--- src/rtl/uart_rx_frame.sv ---
// uart_rx_frame: oversampled UART receiver, 8 data bits LSB first, optional
// parity, one stop bit; flags good frames, parity errors and stop errors.
//
// Parameter:
//   PRESCALE    CLK cycles per bit (8, 16 or 32)
// Ports:
//   CLK         receive clock, PRESCALE x baud
//   RST         asynchronous active-low reset
//   RX_IN       serial line, idle high, synchronous to CLK
//   PAR_EN      frame carries a parity bit (captured at start detection)
//   PAR_TYP     0 = even, 1 = odd parity (captured at start detection)
//   P_DATA      last good data byte
//   Data_Valid  one-cycle pulse, good frame
//   Par_Err     one-cycle pulse, parity mismatch
//   Stp_Err     one-cycle pulse, stop bit sampled low
//   Busy        high whenever the FSM is not in IDLE
// Build option:
//   UART_RX_MAJORITY_VOTE_EN  bit value is the 2-of-3 majority of the
//                             samples at PRESCALE/2-1, PRESCALE/2 and
//                             PRESCALE/2+1 instead of a single mid sample.

module uart_rx_frame #(
    parameter int PRESCALE = 8
) (
    input  logic       CLK,
    input  logic       RST,
    input  logic       RX_IN,
    input  logic       PAR_EN,
    input  logic       PAR_TYP,
    output logic [7:0] P_DATA,
    output logic       Data_Valid,
    output logic       Par_Err,
    output logic       Stp_Err,
    output logic       Busy
);

    localparam int CW = $clog2(PRESCALE);

    localparam logic [CW-1:0] TICK_LAST = CW'(PRESCALE - 1);
    localparam logic [CW-1:0] TICK_MID  = CW'(PRESCALE / 2);

    typedef enum logic [2:0] {
        IDLE,
        START,
        DATA,
        PARITY,
        STOP
    } state_t;

    state_t state;
    state_t next_state;

    logic [CW-1:0] edge_cnt;
    logic [2:0]    bit_cnt;
    logic [7:0]    shift_reg;
    logic          bit_val;
    logic          par_en_q;
    logic          par_typ_q;
    logic          par_bad;
    logic          start_det;
    logic          tick_last;
    logic          par_exp;
    logic          stop_bad;

    // The detecting edge is tick 0 of the start bit.
    assign start_det = (state == IDLE) && !RX_IN;
    assign tick_last = (edge_cnt == TICK_LAST);
    assign par_exp   = par_typ_q ? ~^shift_reg : ^shift_reg;
    assign stop_bad  = !bit_val;
    assign Busy      = (state != IDLE);

    // ---------------------------------------------------------------
    // FSM
    // ---------------------------------------------------------------
    always_ff @(posedge CLK or negedge RST) begin
        if (!RST) begin
            state <= IDLE;
        end else begin
            state <= next_state;
        end
    end

    always_comb begin
        next_state = state;
        unique case (state)
            IDLE: begin
                if (!RX_IN) begin
                    next_state = START;
                end
            end
            START: begin
                // A start bit that reads high at mid-bit is a glitch.
                if (tick_last) begin
                    next_state = bit_val ? IDLE : DATA;
                end
            end
            DATA: begin
                if (tick_last && (bit_cnt == 3'd7)) begin
                    next_state = par_en_q ? PARITY : STOP;
                end
            end
            PARITY: begin
                if (tick_last) begin
                    next_state = STOP;
                end
            end
            STOP: begin
                if (tick_last) begin
                    next_state = IDLE;
                end
            end
            default: begin
                next_state = IDLE;
            end
        endcase
    end

    // ---------------------------------------------------------------
    // Edge counter: 0..PRESCALE-1 within every bit
    // ---------------------------------------------------------------
    always_ff @(posedge CLK or negedge RST) begin
        if (!RST) begin
            edge_cnt <= '0;
        end else if (start_det) begin
            edge_cnt <= CW'(1);
        end else if ((state == IDLE) || tick_last) begin
            edge_cnt <= '0;
        end else begin
            edge_cnt <= edge_cnt + CW'(1);
        end
    end

    // ---------------------------------------------------------------
    // Bit sampler; bit_val is settled well before the bit's last tick
    // ---------------------------------------------------------------
`ifdef UART_RX_MAJORITY_VOTE_EN
    localparam logic [CW-1:0] TICK_PRE  = CW'(PRESCALE / 2 - 1);
    localparam logic [CW-1:0] TICK_POST = CW'(PRESCALE / 2 + 1);

    logic s_pre;
    logic s_mid;

    always_ff @(posedge CLK or negedge RST) begin
        if (!RST) begin
            s_pre   <= 1'b1;
            s_mid   <= 1'b1;
            bit_val <= 1'b1;
        end else if (Busy) begin
            if (edge_cnt == TICK_PRE) begin
                s_pre <= RX_IN;
            end
            if (edge_cnt == TICK_MID) begin
                s_mid <= RX_IN;
            end
            if (edge_cnt == TICK_POST) begin
                bit_val <= (s_pre & s_mid) |
                           (s_pre & RX_IN) |
                           (s_mid & RX_IN);
            end
        end
    end
`else
    always_ff @(posedge CLK or negedge RST) begin
        if (!RST) begin
            bit_val <= 1'b1;
        end else if (Busy && (edge_cnt == TICK_MID)) begin
            bit_val <= RX_IN;
        end
    end
`endif

    // ---------------------------------------------------------------
    // Frame datapath
    // ---------------------------------------------------------------
    always_ff @(posedge CLK or negedge RST) begin
        if (!RST) begin
            bit_cnt   <= '0;
            shift_reg <= '0;
            par_en_q  <= 1'b0;
            par_typ_q <= 1'b0;
            par_bad   <= 1'b0;
        end else if (start_det) begin
            bit_cnt   <= '0;
            par_en_q  <= PAR_EN;
            par_typ_q <= PAR_TYP;
            par_bad   <= 1'b0;
        end else if (tick_last) begin
            if (state == DATA) begin
                // LSB arrives first, so shift in from the top.
                shift_reg <= {bit_val, shift_reg[7:1]};
                bit_cnt   <= bit_cnt + 3'd1;
            end
            if (state == PARITY) begin
                par_bad <= (bit_val != par_exp);
            end
        end
    end

    // ---------------------------------------------------------------
    // Result pulses, one cycle after the stop bit's last tick
    // ---------------------------------------------------------------
    always_ff @(posedge CLK or negedge RST) begin
        if (!RST) begin
            P_DATA     <= 8'h00;
            Data_Valid <= 1'b0;
            Par_Err    <= 1'b0;
            Stp_Err    <= 1'b0;
        end else begin
            Data_Valid <= 1'b0;
            Par_Err    <= 1'b0;
            Stp_Err    <= 1'b0;
            if ((state == STOP) && tick_last) begin
                Par_Err <= par_bad;
                Stp_Err <= stop_bad;
                if (!par_bad && !stop_bad) begin
                    Data_Valid <= 1'b1;
                    P_DATA     <= shift_reg;
                end
            end
        end
    end

endmodule

--- config.mk ---
export PLATFORM = sky130hd
export DESIGN_NAME = uart_rx_frame
export DESIGN_NICKNAME = d
export VERILOG_FILES = /design/src/rtl/uart_rx_frame.sv
export SDC_FILE = /design/constraint.sdc
export NUM_CORES = 1
export LEC_CHECK = 0
export CAP_MARGIN = 20
export CORE_MARGIN = 10
export CORE_UTILIZATION = 40
export CTS_BUF_LIST = sky130_fd_sc_hd__clkbuf_16
export CTS_CLUSTER_DIAMETER = 60
export CTS_CLUSTER_SIZE = 12
export DETAILED_ROUTE_END_ITERATION = 8
export MAX_ROUTING_LAYER = met4
export PLACE_DENSITY = 0.67
export SETUP_SLACK_MARGIN = 0.4
export SLEW_MARGIN = 40
export SYNTH_ARGS = -nofsm -noshare
export SYNTH_HDL_FRONTEND = slang
export SYNTH_SLANG_ARGS = --single-unit
--- constraint.sdc ---
create_clock -name CLK -period 3.75 [get_ports CLK]
set_clock_uncertainty 0.05 [all_clocks]
set_input_delay 0.75 -clock CLK [delete_from_list [all_inputs] [get_ports CLK]]
set_output_delay 0.75 -clock CLK [all_outputs]
set_load 0.03 [all_outputs]
### After elaboration in Yosys (flattened, before gate mapping)

Cells that the tools add are included.

| word-level totals | value |
|---|---|
| flip-flop bits (word level) | 32 |
| bits of input ports | 5 |
| output and inout port bits | 12 |
| logic and storage cells | 70 |

| cells by class | value |
|---|---|
| add/sub/neg operators | 2 |
| equal/unequal tests | 13 |
| multiplexer cells | 21 |
| bitwise operators | 1 |
| reduce and logical (&&, ||, !) cells | 21 |

Operators by type and width:

| operator | number |
|---|---|
| 3-bit 2-to-1 mux | 11 |
| 3-bit one-hot mux with 5 select lines | 1 |
| 3-bit equality test, second input constant | 4 |
| 2-bit inequality test, second input constant | 5 |
| 1-bit 2-to-1 mux | 8 |
| 8-bit XNOR reduction | 1 |
| 8-bit parity | 1 |
| 3-bit by 1-bit adder with 3-bit output, second input constant | 2 |
| 3-bit by 2-bit equality test with 1-bit output, second input constant | 2 |
| 2-bit AND reduction | 3 |
| 2-bit nonzero test | 3 |
| 1-bit logical AND | 5 |
| 5-bit AND reduction | 1 |
| 3-bit by 1-bit equality test with 1-bit output, second input constant | 1 |
| 1-bit zero test | 3 |
| 3-bit zero test | 1 |
| 3-bit AND reduction | 1 |
| 3-bit nonzero test | 1 |
| 2-bit 2-to-1 mux | 1 |
| 1-bit logical OR | 1 |
| 1-bit inequality test | 1 |
| 1-bit inverter | 1 |

### Logic depth before layout (Yosys ltp)

| depth | value |
|---|---|
| depth after elaboration | 6 |
| depth in mapped cells | 7 |

### Worst setup path after synthesis

No wires, ideal clock.

| timing path | value |
|---|---|
| path kind | register to output |
| start | register state[0] |
| end | output Busy |
| data arrival time | 0.933 ns |
| path slack | 2.017 ns |
| cell stages (with the launch flop) | 4 |
| path buffers | 1 |
| path through | dfrtp_1 > buf_4 > nor3_2 > inv_1 |

| on the way | value |
|---|---|
| longest elaborated chain between the ends | 1 |

Ends and longest elaborated chain:

| item | line | RTL |
|---|---|---|
| start: declaration | 50 | `state_t state;` |
| start signal: assignment | 79 | `state <= next_state;` |
| 3-bit nonzero test | 70 | `assign Busy = (state != IDLE);` |
| end: declaration | 34 | `output logic Busy` |

Every way passes these cells.

### Final worst setup path

Same ends and word-level chain as after synthesis.

==> key figures <==
Critical path
  • R2R cell count: 4
  • CP max-delay cell: clkdlybuf4s50_1
  • Slowest stage delay, CP: roughly 0.6 ns
  • Required time of the critical path: 2.95 ns
  • R2r endpoint: shift_reg[1]
  • Critical path's top delay family: buffers and inverters
  • Crit path DAT: ~1.8 ns
  • Crit path buf inv count: 2
  • Critical R2R Launch: edge_cnt[0]
  • CP Class: reg2out
  • Worst-path fanout max: 8
  • CP endpoint kind: output port
  • CP Launch Type: register
  • R2R Setup Slk: approximately 1.6 ns
  • Critical Path, Cell by Cell: nor3_2 -> inv_1 -> clkdlybuf4s50_1

Synth
  • Net Count, Synth: 120
  • Most frequent cell after synthesis: dfrtp_1
  • Area leader, netlist: dfrtp_1
  • Distinct cells, synth: 34
  • Synthesized flop and latch total: 32
  • Async S/R FF share, synth: 1.00
  • Main flop type after synthesis: dfrtp_1
  • Mapped Area: between 1000 and 1500 um^2
  • Post-synth EDFFs: 0
  • Most area-consuming cells after synthesis: dfrtp_1 (52%), mux2_4 (12%), ha_1 (4.2%)
  • Sequential area share after synthesis: 0.538
  • Syn Inst Count: 110
  • Post-synth top area share: 0.521
  • Mapped Avg Cell Area: approximately 14 um^2
  • Post-synth top cells: dfrtp_1 (31), mux2_4 (12), nand2_1 (7), nor2_1 (7), xnor2_1 (6)
  • YS warnings: 0

Worst hold path
  • Worst hold start: P_DATA[3]
  • Worst-case hold path end point: P_DATA[3]
  • Min-Delay Path Depth: 1
  • Min-delay worst type: reg2reg

STA
  • Final Cycle Share: 0.690
  • Fin crit period: about 2.6 ns
  • Final Hold Viols: 0
  • Setup total negative slack: 0 ns
  • FMAX: between 300 and 400 MHz
  • PnR worst setup slack: approximately 1.2 ns
  • Min Hold Slack: 0.461 ns
  • Final setup vio count: 0
  • Worst-Margin Slew: around 0.72 ns
  • Rel. slew slack: 0.517
  • Final Slew Violations: 0
  • RSZ-0062 raised after global routing: no

GRT
  • Largest net degree at the start of global routing: 33
  • Initial antenna violation count: 0
  • Total Routing Usage GR: 0.0908
  • First-pass GRT wire length: between 4 and 5 mm
  • Vias in the first global route: slightly above 900
  • GR Overflow Total: 0

Drt
  • Residual DRC: 0
  • Iteration-0 DRC Markers: 42
  • Post-route ant nets: 0
  • Via density: approximately 4.7
  • Pre-Repair DR Iteration Count: 3
  • Avg WL per Cell: 13.7 um
  • Via count: ~840
  • WL final: 2.44 mm

CTS
  • Htree depth: 2
  • Num Clock Sinks: 32
  • Root buf cell: clkbuf_16
  • # Post-CTS Setup Buffers: 0
  • Reg clk slew, reported paths: approximately 0.050 ns
  • CTS buffer count: 5
  • CTS tree: yes
  • # hold bufs at CTS: 0
  • Post-cts sizing count: 0
  • Clock Path Buffers: 2
  • Clk_lat worst skew: approximately 0.28 ns

Layout
  • Layout cells sized above 1: 0.223
  • Layout Cells excl Fill: about 180
  • Final Instance Area: 1820 um^2
  • Final core utilization: 0.502
  • N_diodes: 0
  • Nets@finish: 140
  • Area Overhead vs Synth: 22.4%

Power
  • Maximum vdd drop: between 0.4 and 0.5 mV
  • Total chip power: approximately 1.1 mW
  • Leak Pwr: 0.896 nW
  • Pwr/cell area: just over 600 nW/um^2

Floorplan
  • Placement row count: 22
  • Die height: 81.0 um
  • Die area: 6570 um^2
  • IO Count: 17
  • Die width: 81.0 um
  • Initial core utilization: 0.410
  • Core Box Area: 3630 um^2

Place
  • GPL Wtd Cong: 0.821
  • I/O Buffers: 16
  • Dpl ws: 1.48 ns
  • Dpl cells: around 170
  • Detailed placement HPWL: around 1.7 mm
  • Cell Area, Placed: 1690 um^2

Flow run
  • Max-cap violations: 0

Run status
  • Outcome: finished, final reports clean
==> how the worst max path moves through the flow <==
stage	start	endpoint	slack, ns	depth (start not counted)
2_1_floorplan	state[0]	Busy	2.02	3
4_1_cts	state[0]	Busy	1.16	3
3_5_place_dp	state[0]	Busy	1.48	3
5_1_grt	state[0]	Busy	1.06	3
3_3_place_gp	state[0]	Busy	1.51	3
6_report	state[0]	Busy	1.16	3
==> layer usage <==
| metal | global-route usage | vias up | wire length (um) |
|---|---|---|---|
| li1 | - | 415 | - |
| met1 | 0.100 | 403 | 1120 |
| met2 | 0.135 | 18 | 1090 |
| met3 | 0.0453 | 5 | 181 |
| met4 | 0.0415 | 0 | 44 |
| met5 | - | - | 0 |
==> cells by family after synthesis <==
| logic type | after synthesis | synth area share |
|---|---|---|
| AOI/OAI and AO/OA | 9 | 0.0378 |
| xor gates and xnor gates | 8 | 0.0563 |
| adders and majority gates | 5 | 0.0420 |
| buffers and inverters | 8 | 0.0285 |
| DFF | 32 | 0.538 |
| muxes | 19 | 0.174 |
| and+or+nand+nor | 29 | 0.123 |
==> placed cells by master (no fill, tap or decap) <==
cell,n
xnor2_1,6
mux2_1,3
a221oi_1,1
and3_4,1
xnor3_1,1
o31ai_1,1
o21ai_0,2
dfstp_2,1
and2_1,3
nand3b_4,1
xor2_1,1
nor2_1,7
nand4_1,1
o22ai_1,1
nor3b_4,1
nor2b_1,2
o21ai_1,2
ha_1,5
nand3b_1,1
clkdlybuf4s50_1,16
mux2_4,12
nand2_1,7
nand3_1,1
a21oi_1,1
clkbuf_16,5
buf_4,1
mux2_2,4
nand2b_2,1
dfrtp_1,31
a32oi_1,1
clkinv_2,1
inv_1,5
nor3_2,1
nand2b_1,2
==> worst register-to-register path: cells and delay by family (launching register included) <==
| kind | cells | cell delay (ns) |
|---|---|---|
| adder cells (fa/ha/maj) | 2 | 0.49 |
| multiplexers | 1 | 0.39 |
| AND/OR/NAND/NOR | 1 | 0.69 |
| flip-flops | 1 | 0.38 |
==> report_power, final <==
part	switching, mW	internal, mW
sequential	0.0759	0.419
clock	0.138	0.238
combinational	0.118	0.139
total	0.331	0.795
==> final cells by class <==
class                   instances  area, um^2
fillers                       345        1810
flip-flops and latches         32         802
multi-input cells              70         646
repair buffers                 17         168
clock buffers                   5         125
well taps                      48        60.1
inverters                       4        15.0
clock inverters                 2        8.76
Power figures use the tool's default switching activity.
